==> config.mk <==
export PLATFORM = sky130hd
export DESIGN_NAME = jtkicker_romarb_flat
export DESIGN_NICKNAME = d
export VERILOG_FILES = /design/src/rtl/jtkicker_romarb_if.sv /design/src/rtl/jtkicker_romarb.sv /design/src/flat_wrapper.sv
export SDC_FILE = /design/constraint.sdc
export NUM_CORES = 1
export LEC_CHECK = 0
export ABC_AREA = 1
export CORE_UTILIZATION = 30
export DETAILED_ROUTE_END_ITERATION = 6
export HOLD_SLACK_MARGIN = 0.06
export SYNTH_ARGS = -nofsm -noshare
export SYNTH_HDL_FRONTEND = slang
export SYNTH_SLANG_ARGS = --single-unit
==> constraint.sdc <==
create_clock -name clk -period 3.59 [get_ports clk]
set_input_delay 0.359 -clock clk [delete_from_list [all_inputs] [get_ports clk]]
set_output_delay 0.359 -clock clk [all_outputs]
set_load 0.03 [all_outputs]
==> src/rtl/jtkicker_romarb_if.sv <==
// jtkicker_romarb_if: ROM slot requests and SDRAM read channel of the ROM arbiter.
interface jtkicker_romarb_if #(parameter int AW = 22);
  logic             downloading;
  logic [3:0]       slot_cs;
  logic [4*AW-1:0]  slot_addr;
  logic [3:0]       slot_ok;
  logic [63:0]      slot_dout;
  logic             sdram_req;
  logic             sdram_ack;
  logic [AW-1:0]    sdram_addr;
  logic             data_rdy;
  logic [15:0]      data_read;
  modport master (
    input  downloading, slot_cs, slot_addr, sdram_ack, data_rdy, data_read,
    output slot_ok, slot_dout, sdram_req, sdram_addr
  );
  modport slave (
    output downloading, slot_cs, slot_addr, sdram_ack, data_rdy, data_read,
    input  slot_ok, slot_dout, sdram_req, sdram_addr
  );
endinterface

==> src/rtl/jtkicker_romarb.sv <==
// jtkicker_romarb: four one-entry ROM caches sharing one SDRAM read port, round-robin refill.
module jtkicker_romarb #(
  parameter int AW    = 22,
  parameter int SLOTS = 4
) (
  input logic               clk,
  input logic               rst,
  jtkicker_romarb_if.master bus
);
  typedef enum logic [1:0] {IDLE, WAIT_ACK, WAIT_DATA} state_t;
  state_t                      state_q, state_d;
  logic [1:0]                  ptr_q, ptr_d, g_q, g_d, sel;
  logic                        req_q, req_d, found, done;
  logic [AW-1:0]               addr_q, addr_d;
  logic [SLOTS-1:0]            valid_q, valid_d, hit, need;
  logic [SLOTS-1:0][AW-1:0]    tag_q, tag_d;
  logic [SLOTS-1:0][15:0]      data_q, data_d;
  always_comb begin
    hit = '0;
    for (int n = 0; n < SLOTS; n++) hit[n] = valid_q[n] && tag_q[n] == bus.slot_addr[n*AW +: AW];
  end
  assign need           = bus.slot_cs & ~hit;
  assign bus.slot_ok    = bus.slot_cs & hit & {SLOTS{~bus.downloading}};
  assign bus.slot_dout  = data_q;
  assign bus.sdram_req  = req_q;
  assign bus.sdram_addr = addr_q;
  // search starts just after the last served slot, wrapping back to it last
  always_comb begin
    sel   = ptr_q;
    found = 1'b0;
    for (int i = 1; i <= SLOTS; i++) begin
      if (!found && need[2'(ptr_q + 2'(i))]) begin
        sel   = 2'(ptr_q + 2'(i));
        found = 1'b1;
      end
    end
  end
  always_comb begin
    state_d = state_q;
    ptr_d   = ptr_q;
    g_d     = g_q;
    req_d   = req_q;
    addr_d  = addr_q;
    valid_d = valid_q;
    tag_d   = tag_q;
    data_d  = data_q;
    done    = 1'b0;
    if (bus.downloading) begin
      state_d = IDLE;
      req_d   = 1'b0;
      valid_d = '0;
    end else begin
      case (state_q)
        IDLE: if (found) begin
          g_d     = sel;
          addr_d  = bus.slot_addr[sel*AW +: AW];
          req_d   = 1'b1;
          state_d = WAIT_ACK;
        end
        WAIT_ACK: if (bus.sdram_ack) begin
          req_d   = 1'b0;
          done    = bus.data_rdy;
          state_d = bus.data_rdy ? IDLE : WAIT_DATA;
        end
        WAIT_DATA: if (bus.data_rdy) begin
          done    = 1'b1;
          state_d = IDLE;
        end
        default: state_d = IDLE;
      endcase
      if (done) begin
        data_d[g_q]  = bus.data_read;
        tag_d[g_q]   = addr_q;
        valid_d[g_q] = 1'b1;
        ptr_d        = g_q;
      end
    end
  end
  always_ff @(posedge clk) begin
    if (rst) begin
      state_q <= IDLE;
      ptr_q   <= 2'd3;
      g_q     <= '0;
      req_q   <= 1'b0;
      addr_q  <= '0;
      valid_q <= '0;
      tag_q   <= '0;
      data_q  <= '0;
    end else begin
      state_q <= state_d;
      ptr_q   <= ptr_d;
      g_q     <= g_d;
      req_q   <= req_d;
      addr_q  <= addr_d;
      valid_q <= valid_d;
      tag_q   <= tag_d;
      data_q  <= data_d;
    end
  end
endmodule

==> src/flat_wrapper.sv <==
// flat-port wrapper written by rule: the top's interface ports become plain ports
module jtkicker_romarb_flat 
#(
  parameter int AW    = 22,
  parameter int SLOTS = 4
)
  (clk, rst, bus_downloading, bus_slot_cs, bus_slot_addr, bus_sdram_ack, bus_data_rdy, bus_data_read, bus_slot_ok, bus_slot_dout, bus_sdram_req, bus_sdram_addr);
  jtkicker_romarb_if #(.AW(AW)) bus_i ();
  input logic clk;
  input logic rst;
  input wire logic [$bits(bus_i.downloading)-1:0] bus_downloading;
  input wire logic [$bits(bus_i.slot_cs)-1:0] bus_slot_cs;
  input wire logic [$bits(bus_i.slot_addr)-1:0] bus_slot_addr;
  input wire logic [$bits(bus_i.sdram_ack)-1:0] bus_sdram_ack;
  input wire logic [$bits(bus_i.data_rdy)-1:0] bus_data_rdy;
  input wire logic [$bits(bus_i.data_read)-1:0] bus_data_read;
  output wire logic [$bits(bus_i.slot_ok)-1:0] bus_slot_ok;
  output wire logic [$bits(bus_i.slot_dout)-1:0] bus_slot_dout;
  output wire logic [$bits(bus_i.sdram_req)-1:0] bus_sdram_req;
  output wire logic [$bits(bus_i.sdram_addr)-1:0] bus_sdram_addr;
  assign bus_i.downloading = bus_downloading;
  assign bus_i.slot_cs = bus_slot_cs;
  assign bus_i.slot_addr = bus_slot_addr;
  assign bus_i.sdram_ack = bus_sdram_ack;
  assign bus_i.data_rdy = bus_data_rdy;
  assign bus_i.data_read = bus_data_read;
  assign bus_slot_ok = bus_i.slot_ok;
  assign bus_slot_dout = bus_i.slot_dout;
  assign bus_sdram_req = bus_i.sdram_req;
  assign bus_sdram_addr = bus_i.sdram_addr;
  jtkicker_romarb #(.AW(AW), .SLOTS(SLOTS)) u_core (.clk(clk), .rst(rst), .bus(bus_i));
endmodule
==> results of run 1 <==
-- where the power goes --
group / switching [mW] / leakage [nW] / internal [mW]
logic: 0.377 / 3.43 / 0.274
registers: 0.0624 / 1.49 / 2.08
clock network: 0.874 / 0.289 / 1.07
total: 1.31 / 5.21 / 3.43
-- flip-flops by register name, summed over array words and instances (netlist names) --
name / count
u_core.bus.sdram_addr: 22
u_core.ptr_q: 2
u_core.state_q: 2
u_core.g_q: 2
u_core.bus.slot_dout: 64
u_core.valid_q: 4
u_core.bus.sdram_req: 1
u_core.tag_q: 88
-- how the worst max path moves through the flow --
stage / startpoint / endpoint / slack (ns) / cells past startpoint
floorplan: u_core.state_q[1] / u_core.tag_q[46] / 1.60 / 12
global placement: bus_slot_addr[76] / u_core.bus.sdram_addr[18] / 0.48 / 20
detailed placement: bus_slot_addr[76] / u_core.bus.sdram_addr[16] / 0.47 / 20
CTS: bus_slot_addr[26] / bus_slot_ok[1] / 0.73 / 10
global route: bus_slot_addr[26] / bus_slot_ok[1] / 0.59 / 10
finish: bus_slot_addr[51] / bus_slot_ok[2] / 0.74 / 10
-- layout by cell type, fill, tap and decap left out, drive strengths merged --
cell type	netlist	layout
bufinv	0	2
xnor2	11	11
nand2	348	348
inv	178	180
clkbuf	49	20
clkinv	1	7
nor2	211	211
buf	21	19
a31oi	1	1
diode	0	1
clkinvlp	0	1
a21oi	113	113
dfxtp	185	185
o211ai	4	4
a21o	1	1
nand3	117	117
xor2	1	1
clkdlybuf4s50	0	203
nand4	2	2
o21ai	175	175
ha	3	3
-- worst reg2reg max path, delay by kind of cell (launching register included) --
| kind | cells | cell delay (ns) |
|---|---|---|
| buf+inv | 4 | 1.16 |
| simple gates | 4 | 0.44 |
| compound gates | 3 | 0.42 |
| flops | 1 | 0.32 |
| fa+ha+maj | 1 | 0.20 |
-- kinds of logic after synthesis --
family | synth area share (%)
compound gates | 16.3
xor+xnor | 1.15
fa+ha+maj | 0.412
buf+inv | 10.9
flops | 40.7
simple gates | 30.5
-- area by class of cell --
| class | instances | area, um^2 |
|---|---|---|
| diodes | 1 | 2.50 |
| clock buffers | 20 | 457 |
| multi-input cells | 987 | 4410 |
| inverters | 179 | 673 |
| well taps | 390 | 488 |
| flip-flops and latches | 185 | 3700 |
| clock inverters | 11 | 136 |
| repair buffers | 222 | 2240 |
| fillers | 3104 | 17600 |
-- layer usage --
| layer | up-vias | track usage (%) |
|---|---|---|
| met5 | - | 0 |
| met4 | 0 | 7.03 |
| met3 | 34 | 6.37 |
| met2 | 352 | 34.5 |
| met1 | 4359 | 27.1 |
| li1 | 4820 | - |
-- metrics by stage --
step	std cells	cell area [um^2]	setup WS [ns]	util [%]	hold slack [ns]
2_1_floorplan	1421	9100	1.60	-	0.428
3_3_place_gp	1963	11500	0.480	38.7	0.429
3_5_place_dp	1963	11500	0.468	38.7	0.434
4_1_cts	1994	12100	0.732	40.7	0.444
5_1_grt	1994	12100	0.585	40.7	0.464
6_report	1995	12100	0.744	40.7	0.443
==> impl_metrics.toml, run 1 <==
[detailed_routing]
vias_per_cell = 4.79
maxUsedRoutingLayer = "met4"
drc = 0
via_count = 9565
m1WireLength_mm = 14.6
postRouteWirelength_mm = 33.2
drtPass1Iterations = 5
wl_met3_mm = 2.95
final_antenna_net_count = 0
first_iter_violations = 804
wl_per_cell_um = 16.6
met2_length_mm = 14.8

[synth]
synth_common_cells = "nand2_1, nor2_1, dfxtp_1, o21ai_0, inv_1"
synth_area_um2 = 9100
synth-seq-cells = 185
syn_area_per_cell_um2 = 6.40
synth_nets = 1537
synthArstFlopShare_pct = 0
synthTopCellsByArea = "dfxtp_1, nand2_1, o21ai_0"
synthMostInstantiatedCell = "nand2_1"
synthCells = 1421
ys_seq_area_share_pct = 40.7
yosysUniqueCellTypes = 26
ys.flop_type = "dfxtp_1"
synth_edf_count = 0
ys_warn_count = 0
yosys.area.top_type_share_pct = 40.7
yosys.area.top_type = "dfxtp_1"

[place]
place_congestion = 0.886
dp_hpwl_mm = 24.3
io_buffers = 203

[sta]
rsz0062_at_grt = "false"
slew_headroom_pct = 50.8
slew_viol_final = 0
layout_worst_path_cycle_share_pct = 79.3
finalHoldViolCount = 0
worst_clock_skew_ns = 0.0142
tightest_slew_ns = 0.733
period_minus_slack_ns = 2.85
setup_viol = 0
timing.fmax_mhz = 351
finalSetupTns_ns = 0

[final_layout]
nets = 1708
syn2layout_area_growth_pct = 33.0
drive_gt1_share_pct = 5.42

[worst_setup_path]
critPathTopFamily = "buffers and inverters"
path_cells = "clkdlybuf4s50_1 -> inv_1 -> nand2_1 -> nand2_1 -> nor2_1 -> nand2_1 -> nor2_1 -> nand3_1 -> nor2_1 -> clkdlybuf4s50_1"
r2r-end = "u_core.tag_q[28]"
reg2reg_setup_slack_ns = 0.95
crit_slowest_cell = "clkdlybuf4s50_1"
setup.worst_path.start_class = "primary input"
crit_path_end_kind = "primary output"
r2r_cells = 12
r2r_start = "u_core.state_q[1]"
crit_buf_inv = 3
max_stage_delay_ns = 0.68
cp_max_fo = 3
path_class = "primary input to primary output"
worstPathArrival_ns = 2.49
critPathRequiredTime_ns = 3.23

[clock_network]
cts_root_buf = "clkbuf_16"
ctsHoldBuffers = 0
clockBufferDepth = 2
cts_resized = 0
path_clk_slew_ns = 0.08
cts_sinks = 185
postCtsSetupRepairBufs = 0
htreeDepth = 4
numCtsBuffers = 17
cts_tree = "done"
clk_latency_ns = 0.44

[power_and_ir_drop]
cellPowerDensity_nw_per_um2 = 392
peakVddDrop_mv = 0.243
power.leakage_nw = 5.21
power_mw = 4.74

[floorplanning]
dieWidth_um = 176
die_y_um = 176
core_area_um2 = 29700
fp-row-count = 63
initial_core_util_pct = 30.6
dieArea_um2 = 31000
io_pins = 204

[min_path]
whs_path_depth = 2
hold_end = "u_core.bus.slot_dout[11]"
min_from = "u_core.bus.slot_dout[11]"
hp-class = "register to register"

[global_route]
grt_use_total_pct = 21.4
grt_pass1_wl_mm = 50.9
first_global_vias = 9150
antenna_found_initial = 1
overflow = 0
grt_max_degree = 58

[run]
drv_cap = 0

[run_status]
status = "finished, final reports clean"
Power figures use the tool's default switching activity.
==> inputs of run 2 (changes only) <==
==> constraint.sdc (replaced) <==
create_clock -name clk -period 2.35 [get_ports clk]
set_input_delay 0.235 -clock clk [delete_from_list [all_inputs] [get_ports clk]]
set_output_delay 0.235 -clock clk [all_outputs]
set_load 0.03 [all_outputs]
==> impl_metrics.toml, run 2 (synthesis results as in run 1) <==
[power_and_ir_drop]
power_mw = 7.46
peakVddDrop_mv = 0.353
power.leakage_nw = 6.12
cellPowerDensity_nw_per_um2 = 537

[worst_setup_path]
path_class = "register to register"
crit_buf_inv = 1
crit_slowest_cell = "dfxtp_1"
reg2reg_setup_slack_ns = -0.08
r2r_cells = 18
critPathTopFamily = "simple AND/OR/NAND/NOR gates"
r2r_start = "u_core.tag_q[81]"
setup.worst_path.start_class = "register"
r2r-end = "u_core.bus.sdram_addr[14]"
worstPathArrival_ns = 2.79
path_cells = "nand2_1 -> nand2_1 -> nor2_2 -> nand2_1 -> nor2_4 -> nand3_4 -> nand3_4 -> nand2_1 -> nand2_2 -> nand2_4 -> nand2_4 -> nand3_4 -> nand2_8 -> clkbuf_16 -> nand2_2 -> nand3_2 -> nand3_2 -> a21oi_1"
cp_max_fo = 8
critPathRequiredTime_ns = 2.71
crit_path_end_kind = "register"
max_stage_delay_ns = 0.32
cpMostUsedCell = "nand2_1"

[sta]
layout_worst_path_cycle_share_pct = 103
slew_viol_final = 0
rsz0062_at_grt = "true"
period_minus_slack_ns = 2.43
finalHoldViolCount = 0
slew_headroom_pct = 64.0
finalSetupTns_ns = -1.09
worst_clock_skew_ns = 0.0117
tightest_slew_ns = 0.539
setup_viol = 22
fin_ws_ns = -0.0778
timing.fmax_mhz = 412

[detailed_routing]
via_count = 10236
drc = 0
vias_per_cell = 4.81
wl_per_cell_um = 16.7
final_antenna_net_count = 0
drtPass1Iterations = 5
first_iter_violations = 642
postRouteWirelength_mm = 35.7

[global_route]
grt_use_total_pct = 22.5
antenna_found_initial = 2
overflow = 0
first_global_vias = 9622
grt_pass1_wl_mm = 53.3
grt_max_degree = 68

[final_layout]
final_cell_mix = "nand2_1, nor2_1, clkdlybuf4s50_1"
fin_area_um2 = 13900
antenna_cells = 0
fill_cells = 2925
syn2layout_area_growth_pct = 52.6
fin_cells = 2129
drive_gt1_share_pct = 20.1
final_core_util_pct = 46.7
largest_register = "u_core.tag_q"
final_common_cell = "nand2_1"
nets = 1842
largest_register_ffs = 88

[min_path]
hp-class = "primary input to register"
whs_path_depth = 5
hold_end = "u_core.bus.sdram_addr[13]"
min_from = "bus_slot_addr[13]"

[clock_network]
ctsHoldBuffers = 0
cts_tree = "done"
cts_sinks = 185
clockBufferDepth = 2
numCtsBuffers = 17
cts_root_buf = "clkbuf_16"
htreeDepth = 4
path_clk_slew_ns = 0.07
clk_latency_ns = 0.44

[run_status]
status = "finished, violations left"
violations = "setup timing"

[place]
dpl_cell_area_um2 = 12500
place_congestion = 0.883
dp_hpwl_mm = 25.7
io_buffers = 203
dp.cells = 2080

[floorplanning]
dieArea_um2 = 31000
initial_core_util_pct = 30.6
dieWidth_um = 176
die_y_um = 176
io_pins = 204
fp-row-count = 63
core_area_um2 = 29700

[run]
drv_cap = 0
==> run 2: repair_timing <==
action | in CTS | in global routing
gates cloned | 1 | 6
resized for setup | 52 | 116
pin swaps | 13 | 45
buffers inserted | 5 | 5
setup endpoints to repair | 28 | 29
==> run 2: through the flow <==
step                hold slack (ns)  setup slack (ns)
global route                  0.377            -0.243
global placement              0.430            -0.762
finish                        0.357           -0.0778
detailed placement            0.436            -0.813
CTS                           0.444           -0.0476
floorplan                     0.304             0.363
==> run 2: power by group <==
| group | internal [mW] | total (mW) | switching (mW) |
|---|---|---|---|
| clock | 1.45 | 2.84 | 1.39 |
| combinational | 0.635 | 1.36 | 0.721 |
| sequential | 3.18 | 3.26 | 0.0809 |
| total | 5.26 | 7.46 | 2.20 |
==> run 2: cell type report <==
class                           count  area, um^2  area share (%)
Sequential cell                   185        3720            26.8
Timing Repair Buffer              356        3490            25.2
Multi-Input combinational cell    987        4950            35.6
Tap cell                          390         488            3.51
Clock inverter                     12         104           0.748
Inverter                          179         678            4.88
Clock buffer                       20         457            3.29
==> run 2: worst min-delay path, cell delays in order <==
cell and delay [ns]:
dlymetal6s2s_1 0.17, nand3_1 0.12, nand3_2 0.10, nand3_2 0.07
a21oi_1 0.05
==> run 2: metal layers <==
layer | GRT usage, % | wire length [um] | up-vias
met5 | 0 | 0 | -
met4 | 8.59 | 1360 | 0
met3 | 6.42 | 2860 | 67
met2 | 36.6 | 16200 | 394
met1 | 28.0 | 15200 | 4683
li1 | - | - | 5092
==> run 2: worst max path at each step <==
stage,startpoint,to,slack [ns],cells after the start
after floorplan,u_core.state_q[1],u_core.tag_q[46],0.36,12
after global placement,bus_slot_addr[81],u_core.bus.sdram_addr[18],-0.76,21
after detailed placement,bus_slot_addr[81],u_core.bus.sdram_addr[6],-0.81,20
after CTS,u_core.tag_q[80],u_core.bus.sdram_addr[12],-0.05,20
after global routing,u_core.tag_q[47],u_core.bus.sdram_addr[11],-0.24,20
final,u_core.tag_q[81],u_core.bus.sdram_addr[14],-0.08,18
==> inputs of run 3 (changes only) <==
--- a/config.mk
+++ b/config.mk
@@ -6,9 +6,10 @@
 export NUM_CORES = 1
 export LEC_CHECK = 0
 export ABC_AREA = 1
-export CORE_UTILIZATION = 30
+export CORE_UTILIZATION = 45
 export DETAILED_ROUTE_END_ITERATION = 6
 export HOLD_SLACK_MARGIN = 0.06
+export PLACE_DENSITY = 0.75
 export SYNTH_ARGS = -nofsm -noshare
 export SYNTH_HDL_FRONTEND = slang
 export SYNTH_SLANG_ARGS = --single-unit
==> impl_metrics.toml, run 3 (synthesis results as in run 1) <==
[final_layout]
largest_register_ffs = 88
syn2layout_area_growth_pct = 53.6
layout.area.seq_um2 = 3710
multi_input_area_um2 = 4890
fill_cells = 1546
final_common_cell = "nand2_1"
antenna_cells = 0
largest_register = "u_core.tag_q"
drive_gt1_share_pct = 20.1
fin_cells = 2033
final_cell_mix = "nand2_1, nor2_1, clkdlybuf4s50_1"
nets = 1871

[clock_network]
cts_sinks = 185
clk_latency_ns = 0.45
htreeDepth = 4
clockBufferDepth = 2
cts_root_buf = "clkbuf_16"
numCtsBuffers = 17
path_clk_slew_ns = 0.07
cts_tree = "done"

[worst_setup_path]
crit_path_end_kind = "register"
r2r_start = "u_core.tag_q[83]"
endpoint = "u_core.bus.sdram_addr[18]"
reg2reg_setup_slack_ns = -0.36
max_stage_delay_ns = 0.57
crit_start = "bus_slot_addr[85]"
r2r-end = "u_core.bus.sdram_addr[18]"
path_class = "primary input to register"
cpMostUsedCell = "nand2_1"
worstPathArrival_ns = 3.10
cp_max_fo = 5
critPathTopFamily = "simple AND/OR/NAND/NOR gates"
path_cells = "clkdlybuf4s50_1 -> inv_2 -> nand2_1 -> nand2_1 -> nor2_1 -> nand2_1 -> nor2_2 -> nand3_2 -> nand3_2 -> nand3_2 -> nand2_4 -> buf_6 -> nand2_4 -> nand2_8 -> nand2_8 -> buf_12 -> buf_16 -> nand2_2 -> nand2_1 -> nand2_1 -> nand3_2 -> a21oi_2"
crit_buf_inv = 5
crit_slowest_cell = "clkdlybuf4s50_1"
setup.worst_path.start_class = "primary input"
cp.depth = 22
r2r_cells = 21
critPathRequiredTime_ns = 2.71

[global_route]
met3_usage_pct = 8.61
antenna_found_initial = 0
grt_max_degree = 56
use_met2_pct = 54.7
grt_pass1_wl_mm = 52.6
first_global_vias = 9919
use_met1_pct = 40.5
overflow = 0
grt_busiest_layer = "met2"
grt_use_total_pct = 33.5

[sta]
rsz0062_at_grt = "true"
slew_headroom_pct = 66.4
period_minus_slack_ns = 2.74
tightest_slew_ns = 0.503
timing.fmax_mhz = 365
worst_clock_skew_ns = 0.00926
setup_viol = 28
slew_viol_final = 0
finalHoldViolCount = 0
layout_worst_path_cycle_share_pct = 117
fin_ws_ns = -0.388

[place]
preCtsSetupSlack_ns = -0.728
dp.cells = 1970
io_buffers = 203
place_congestion = 0.959
dp_hpwl_mm = 24.6

[run_status]
status = "finished, violations left"
violations = "DRC, setup timing"

[floorplanning]
die_y_um = 144
initial_core_util_pct = 46.3
io_pins = 204
dieArea_um2 = 20800
dieWidth_um = 144
core_area_um2 = 19700
fp-row-count = 51

[power_and_ir_drop]
power.leakage_nw = 6.26
power_mw = 7.56
peakVddDrop_mv = 0.539
cellPowerDensity_nw_per_um2 = 541

[detailed_routing]
drc = 2
postRouteWirelength_mm = 37.3
first_iter_violations = 1268
final_antenna_net_count = 0
drtPass1Iterations = 7
wl_per_cell_um = 18.4
via_count = 11020
vias_per_cell = 5.42

[min_path]
hp-class = "register to register"

[run]
drv_cap = 0
[run 3: cell type report]
type / count / area share [%]
sequential: 185 / 26.5
clock inverter: 13 / 0.770
clock buffer: 19 / 3.24
multi-input combinational: 987 / 35.0
tap: 265 / 2.37
inverter: 179 / 4.85
timing repair buffer: 385 / 27.3
[run 3: how the worst min path moves through the flow]
stage,start,to,slack (ns),cells past startpoint
after floorplan,rst,u_core.bus.sdram_addr[0],0.30,1
after global placement,u_core.bus.slot_dout[7],u_core.bus.slot_dout[7],0.43,2
after detailed placement,u_core.bus.slot_dout[7],u_core.bus.slot_dout[7],0.43,2
after CTS,u_core.bus.slot_dout[7],u_core.bus.slot_dout[7],0.44,2
after global routing,u_core.bus.slot_dout[9],u_core.bus.slot_dout[9],0.46,2
final,u_core.bus.slot_dout[14],u_core.bus.slot_dout[14],0.44,2
[run 3: stage by stage]
stage | TNS (ns) | instance area [um^2] | util (%) | hold WS [ns]
CTS | -3.09 | 13400 | 68.2 | 0.444
detailed placement | -17.54 | 12400 | 63.3 | 0.434
global route | -10.22 | 14000 | 71.1 | 0.463
global placement | -15.97 | 12400 | 63.3 | 0.431
floorplan | 0 | 9100 | - | 0.304
finish | -7.10 | 14000 | 71.1 | 0.443
[run 3: metal layers]
| layer | vias up | routed length (um) |
|---|---|---|
| met5 | - | 0 |
| met4 | 0 | 2490 |
| met3 | 210 | 4330 |
| met2 | 705 | 16500 |
| met1 | 4956 | 14000 |
| li1 | 5149 | - |
[run 3: power by group]
group	total, mW	switching [mW]	internal (mW)
sequential	3.26	0.0798	3.18
clock	2.83	1.39	1.44
combinational	1.47	0.786	0.688
total	7.56	2.25	5.31
[run 3: what timing repair did]
item | 4_1_cts | 5_1_grt
hold buffers | 0 | 0
resized for setup | 50 | 103
gates cloned | 3 | 6
endpoints found under the setup margin | 27 | 37
buffers inserted | 17 | 7
pin swaps | 45 | 50
[run 3: tightest hold or removal path, cell delays in order, from the launching register on]
cell and delay (ns):
dfxtp_1 0.31, inv_1 0.05, a21oi_1 0.05
